`config.mk`:
```
export PLATFORM = sky130hd
export DESIGN_NAME = pc_fetch
export DESIGN_NICKNAME = d
export VERILOG_FILES = /design/src/rtl/pc_fetch.sv
export SDC_FILE = /design/constraint.sdc
export NUM_CORES = 1
export LEC_CHECK = 0
export BUFFER_PORTS_ARGS = -buffer_cell sky130_fd_sc_hd__buf_2
export CORE_ASPECT_RATIO = 1.4
export CORE_MARGIN = 5
export CORE_UTILIZATION = 45
export CTS_BUF_LIST = sky130_fd_sc_hd__clkbuf_8
export DETAILED_ROUTE_END_ITERATION = 10
export PLACE_DENSITY = 0.89
export SLEW_MARGIN = 20
export SYNTH_ARGS = -nofsm -noshare
export SYNTH_HDL_FRONTEND = slang
export SYNTH_SLANG_ARGS = --single-unit
```
`constraint.sdc`:
```
create_clock -name clk -period 3.8 [get_ports clk]
set_clock_uncertainty 0.15 [all_clocks]
set_input_delay 0.76 -clock clk [delete_from_list [all_inputs] [get_ports clk]]
set_output_delay 0.76 -clock clk [all_outputs]
set_load 0.02 [all_outputs]
```
`src/rtl/pc_fetch.sv`:
```
// Instruction fetch front-end: PC register, single-request memory handshake and instruction holding register.
// Optional misaligned-NPC trap to HALT enabled by defining PC_FETCH_MISALIGN_CHECK_EN.
module pc_fetch #(
  parameter logic [31:0] RESET_PC = 32'h0000_3000
) (
  input  logic        clk,
  input  logic        rst,
  input  logic [31:0] npc,
  input  logic        instr_ready,
  input  logic        imem_ack,
  input  logic [31:0] imem_rdata,
  output logic [31:0] pc,
  output logic        imem_req,
  output logic [31:0] imem_addr,
  output logic [31:0] instr,
  output logic        instr_valid,
  output logic [25:0] imm26,
  output logic [31:0] fetch_cnt,
  output logic        misalign_err
);

  typedef enum logic [1:0] {
    IDLE  = 2'd0,
    FETCH = 2'd1,
    HOLD  = 2'd2,
    HALT  = 2'd3
  } state_t;

  state_t      state_q, state_d;
  logic [31:0] pc_q, pc_d;
  logic [31:0] instr_q, instr_d;
  logic        valid_q, valid_d;
  logic [31:0] fetch_cnt_q;
  logic        cnt_en;
  logic        err_set;

  always_comb begin
    state_d  = state_q;
    pc_d     = pc_q;
    instr_d  = instr_q;
    valid_d  = valid_q;
    cnt_en   = 1'b0;
    err_set  = 1'b0;
    imem_req = 1'b0;
    case (state_q)
      IDLE: state_d = FETCH;
      FETCH: begin
        imem_req = 1'b1;
        if (imem_ack) begin
          instr_d = imem_rdata;
          valid_d = 1'b1;
          state_d = HOLD;
        end
      end
      HOLD: begin
        if (instr_ready) begin
          valid_d = 1'b0;
          cnt_en  = 1'b1;
          state_d = FETCH;
`ifdef PC_FETCH_MISALIGN_CHECK_EN
          // A misaligned target freezes the PC at the offending instruction for debug.
          if (npc[1:0] != 2'b00) begin
            err_set = 1'b1;
            state_d = HALT;
          end else begin
            pc_d = npc;
          end
`else
          pc_d = {npc[31:2], 2'b00};
`endif
        end
      end
      HALT:    valid_d = 1'b0;
      default: state_d = IDLE;
    endcase
  end

  always_ff @(posedge clk or posedge rst) begin
    if (rst) begin
      state_q <= IDLE;
      pc_q    <= RESET_PC;
      instr_q <= 32'd0;
      valid_q <= 1'b0;
    end else begin
      state_q <= state_d;
      pc_q    <= pc_d;
      instr_q <= instr_d;
      valid_q <= valid_d;
    end
  end

  // Counter wraps naturally at 2^32; it is only written on consume.
  always_ff @(posedge clk or posedge rst) begin
    if (rst) begin
      fetch_cnt_q <= 32'd0;
    end else if (cnt_en) begin
      fetch_cnt_q <= fetch_cnt_q + 32'd1;
    end
  end

`ifdef PC_FETCH_MISALIGN_CHECK_EN
  logic err_q;

  always_ff @(posedge clk or posedge rst) begin
    if (rst) begin
      err_q <= 1'b0;
    end else if (err_set) begin
      err_q <= 1'b1;
    end
  end

  assign misalign_err = err_q;
`else
  logic unused_misalign;
  assign unused_misalign = err_set ^ (^npc[1:0]);
  assign misalign_err    = 1'b0;
`endif

  assign pc          = pc_q;
  assign imem_addr   = pc_q;
  assign instr       = instr_q;
  assign instr_valid = valid_q;
  assign imm26       = instr_q[25:0];
  assign fetch_cnt   = fetch_cnt_q;

endmodule

```
* Word level (Yosys, flattened, before mapping) *
Cells that the tools add are included.

operators by class
  add/sub/neg operators = 1
  equal/unequal tests = 5
  mux-type cells = 9
  reductions and logical operators = 7

operators by type and width
  cell                                                                    count
  32-bit by 1-bit adder with 32-bit output (second input constant)        1
  2-bit one-hot mux with 3 select lines                                   1
  3-bit AND reduction                                                     2
  3-bit nonzero test                                                      2
  1-bit two-way mux                                                       5
  2-bit equality test (second input constant)                             2
  2-bit two-way mux                                                       2
  2-bit != test (second input constant)                                   2
  2-bit AND reduction                                                     2
  1-bit one-hot mux with 3 select lines                                   1
  2-bit by 1-bit equality test with 1-bit output (second input constant)  1
  2-bit logical NOT                                                       1

word-level totals
  bits in registers = 97
  input bits = 68

* Depth between registers and ports, before layout *
  word-level depth = 3
  mapped depth = 5
  gate-level depth less buffers = 5

* Worst setup path after synthesis *
Ideal clock, no wire load.

  kind = input to register
  start = input instr_ready
  end = register fetch_cnt_q[25] (netlist: fetch_cnt[25])
  data arrival time = 1.729 ns
  path slack = 1.792 ns
  stages on the path = 5
  path through = nand3b_1 buf_6 nor4_4 nand4_1 xnor2_1

between the ends
  longest elaborated chain between the ends = 2

ends and longest elaborated chain
  item                    line  source
  start: declaration      9     input logic instr_ready,
  1-bit two-way mux       56    if (instr_ready) begin
  1-bit two-way mux       45    case (state_q)
  end signal: assignment  97    fetch_cnt_q <= fetch_cnt_q + 32'd1;
  end: declaration        33    logic [31:0] fetch_cnt_q;

No other way between the ends.
A chain may end at the register's enable or synchronous reset.

* Final worst setup path *
  start = register state_q[1]
  end = output imem_req

between the ends
  longest elaborated chain between the ends = 2

ends and longest elaborated chain
  item                                            line  source
  start: declaration                              29    state_t state_q, state_d;
  start signal: assignment                        85    state_q <= state_d;
  2-bit by 1-bit equality test with 1-bit output  45
  1-bit two-way mux                               45
  end: declaration                                13    output logic imem_req,

No other way between the ends.

==> results.sh <==
export IMPL_status="finished clean"
export IMPL_synth_ff_type="dfrtp_1"
export IMPL_syn_instance_count=326
export IMPL_pre_cts_ws_ns=1.36
export IMPL_synth_xor_area_share_pct=6.27
export IMPL_drt_iter0_markers=82
export IMPL_cts_htree_levels=3
export IMPL_ant_nets=0
export IMPL_yosys_area_top_type="dfrtp_1"
export IMPL_rsz0062_at_grt="no"
export IMPL_grt_start_max_net_pins=48
export IMPL_drive_gt1_share_pct=61.7
export IMPL_stdcell_area_mm2=0.00533
export IMPL_synth_warnings=0
export IMPL_place_inst=593
export IMPL_startpoint_type="flip-flop"
export IMPL_synth_most_common_cell="dfrtp_1"
export IMPL_grt_ovfl_total=0
export IMPL_p_per_area_mw_per_mm2=772
export IMPL_cts_tree="built"
export IMPL_setup_ws_ns=1.65
export IMPL_worst_slew_pin_slew_ns=0.668
export IMPL_max_slew_margin_rel_pct=55.1
export IMPL_ys_seq_area_share_pct=56.1
export IMPL_rows=42
export IMPL_nets=563
export IMPL_worstPathRequired_ns=2.89
export IMPL_p_leak_uw=0.00290
export IMPL_insertion_delay_ns=0.34
export IMPL_core_area_mm2=0.00946
export IMPL_grt_antenna_before_repair=0
export IMPL_critical_path_max_fanout=6
export IMPL_regArea_mm2=0.00243
export IMPL_ys_ff_latch=97
export IMPL_yosysTopAreaCellShare_pct=54.9
export IMPL_dieWidth_um=92.9
export IMPL_hold_class="in -> async"
export IMPL_gp_congestion=0.767
export IMPL_cts_made_buffers=9
export IMPL_grt_usage_pct=16.2
export IMPL_ios=225
export IMPL_viasPerCell=4.85
export IMPL_die_area_mm2=0.0117
export IMPL_syn_area_per_cell_um2=13.3
export IMPL_multi_input_area_mm2=0.00141
export IMPL_routed_via_count=2953
export IMPL_worst_ep_arrival_time_ns=1.24
export IMPL_utilization_pct=56.3
export IMPL_port_buffers=217
export IMPL_fin_crit_ns=2.15
export IMPL_irDropWorstVdd_mv=0.360
export IMPL_timing_final_crit_share_pct=56.6
export IMPL_hold_viol=0
export IMPL_reg2reg_depth=5
export IMPL_wirelength_mm=9.45
export IMPL_worst_setup_path_end_kind="primary output"
export IMPL_netlist_top_cells_count="95 x dfrtp_1, 63 x mux2_2, 61 x buf_4"
export IMPL_synth_top_family_by_area="multiplexers"
export IMPL_hpwl_mm=7.44
export IMPL_drcViolationCount=0
export IMPL_synth_compound_area_share_pct=0.520
export IMPL_maxClockFrequency_mhz=465
export IMPL_ff2ff_setup_slack_ns=1.71
export IMPL_synthMuxAreaShare_pct=16.4
export IMPL_fin_tns_setup_ns=0
export IMPL_clkTransAtPathRegs_ns=0.10
export IMPL_syn2layout_area_growth_pct=23.1
export IMPL_placed_cell_area_mm2=0.00510
export IMPL_instances_no_fill=609
export IMPL_grt_pass1_wl_mm=15.2
export IMPL_synth_edff_count=0
export IMPL_async_flop_share_pct=100
export IMPL_setup_viol=0
export IMPL_max_clock_path_buffers=2
export IMPL_wl_per_cell_um=15.5
export IMPL_syn_area_mm2=0.00433
export IMPL_numClockSinks=97
export IMPL_synth_cell_types=29
export IMPL_maxSlewViolCount=0
export IMPL_reg2reg_from="fetch_cnt[0]"
export IMPL_path_class="reg -> out"
export IMPL_hold_buffers=0
export IMPL_fill_cells=823
export IMPL_synth_fa_ha_area_share_pct=0.289
export IMPL_post_cts_buffers=0
export IMPL_cts_resized=0
export IMPL_timing_rr_end="fetch_cnt[28]"
export IMPL_dieHeight_um=126
export IMPL_clock_root_buffer="clkbuf_8"
export IMPL_drv_cap=0
export IMPL_first_global_vias=3094
export IMPL_synth_simple_area_share_pct=8.64
export IMPL_n_antenna_cell=0
export IMPL_first_pass_iters=4
export IMPL_synth_area_leaders="dfrtp_1 55%, mux2_2 16%, buf_4 11%"
export IMPL_initial_core_util_pct=45.8
routing by layer:
metal | vias to the layer above | part of all wire (%) | track usage [%]
met5 | - | 0 | 0
met1 | 1409 | 38 | 18.8
met3 | 9 | 9.6 | 5.19
li1 | 1389 | - | -
met2 | 146 | 51 | 28.0
met4 | 0 | 1.2 | 5.52
where the power goes:
part           internal [µW]  switching (µW)  total [µW]
Combinational            657            1140        1790
Clock                    390             352         742
Sequential              1360             214        1580
placed cells by master (no fill, tap or decap), types with 2 or more instances in the layout:
master / n
buf_2: 217
dfrtp_1: 95
mux2_2: 63
xnor2_1: 27
nand2_1: 14
nand3_1: 12
nand4_1: 12
clkbuf_8: 10
nor2_1: 5
conb_1: 5
xor2_1: 4
and3_1: 4
buf_4: 4
nor4_4: 2
and4_1: 2
o21ai_0: 2
bufinv_16: 2
clkinvlp_4: 2
dfstp_2: 2
worst max-delay path by stage:
stage | endpoint | cells past startpoint | slack, ns | start
2_1_floorplan | fetch_cnt[0] | 1 | 0.36 | rst
3_3_place_gp | fetch_cnt[11] | 6 | 1.42 | instr_ready
3_5_place_dp | fetch_cnt[11] | 6 | 1.36 | instr_ready
4_1_cts | imem_req | 2 | 1.61 | state_q[1]
5_1_grt | imem_req | 2 | 1.56 | state_q[1]
6_report | imem_req | 2 | 1.65 | state_q[1]
metrics by stage:
step | hold WS (ns) | power, µW
after global placement | 0.309 | 3380
after global routing | 0.336 | 4350
after CTS | 0.320 | 4170
after floorplan | 0.398 | 3070
after detailed placement | 0.314 | 3420
final | 0.310 | 4110
cell type report:
type,instances,share of cell area (%)
Inverter,2,0.188
Tap cell,110,2.58
Sequential cell,97,45.6
Clock inverter,6,1.67
Clock buffer,10,2.58
Multi-Input combinational cell,163,26.4
Timing Repair Buffer,221,20.9
state kept, by name, summed over array words and instances (netlist names):
register,cells
fetch_cnt,32
instr,32
imem_addr,30
state_q,2
instr_valid,1
kinds of logic after synthesis:
group | Yosys count
xor gates and xnor gates | 31
adders and majority gates | 1
buffers and inverters | 70
DFF | 97
AOI/OAI and AO/OA | 4
muxes | 63
and+or+nand+nor | 59
other | 1
critical path: stages, from the launching register on:
cell	delay, ns
dfrtp_1	0.46
and2b_1	0.26
buf_2	0.18
(Power assumes the default switching activity.)
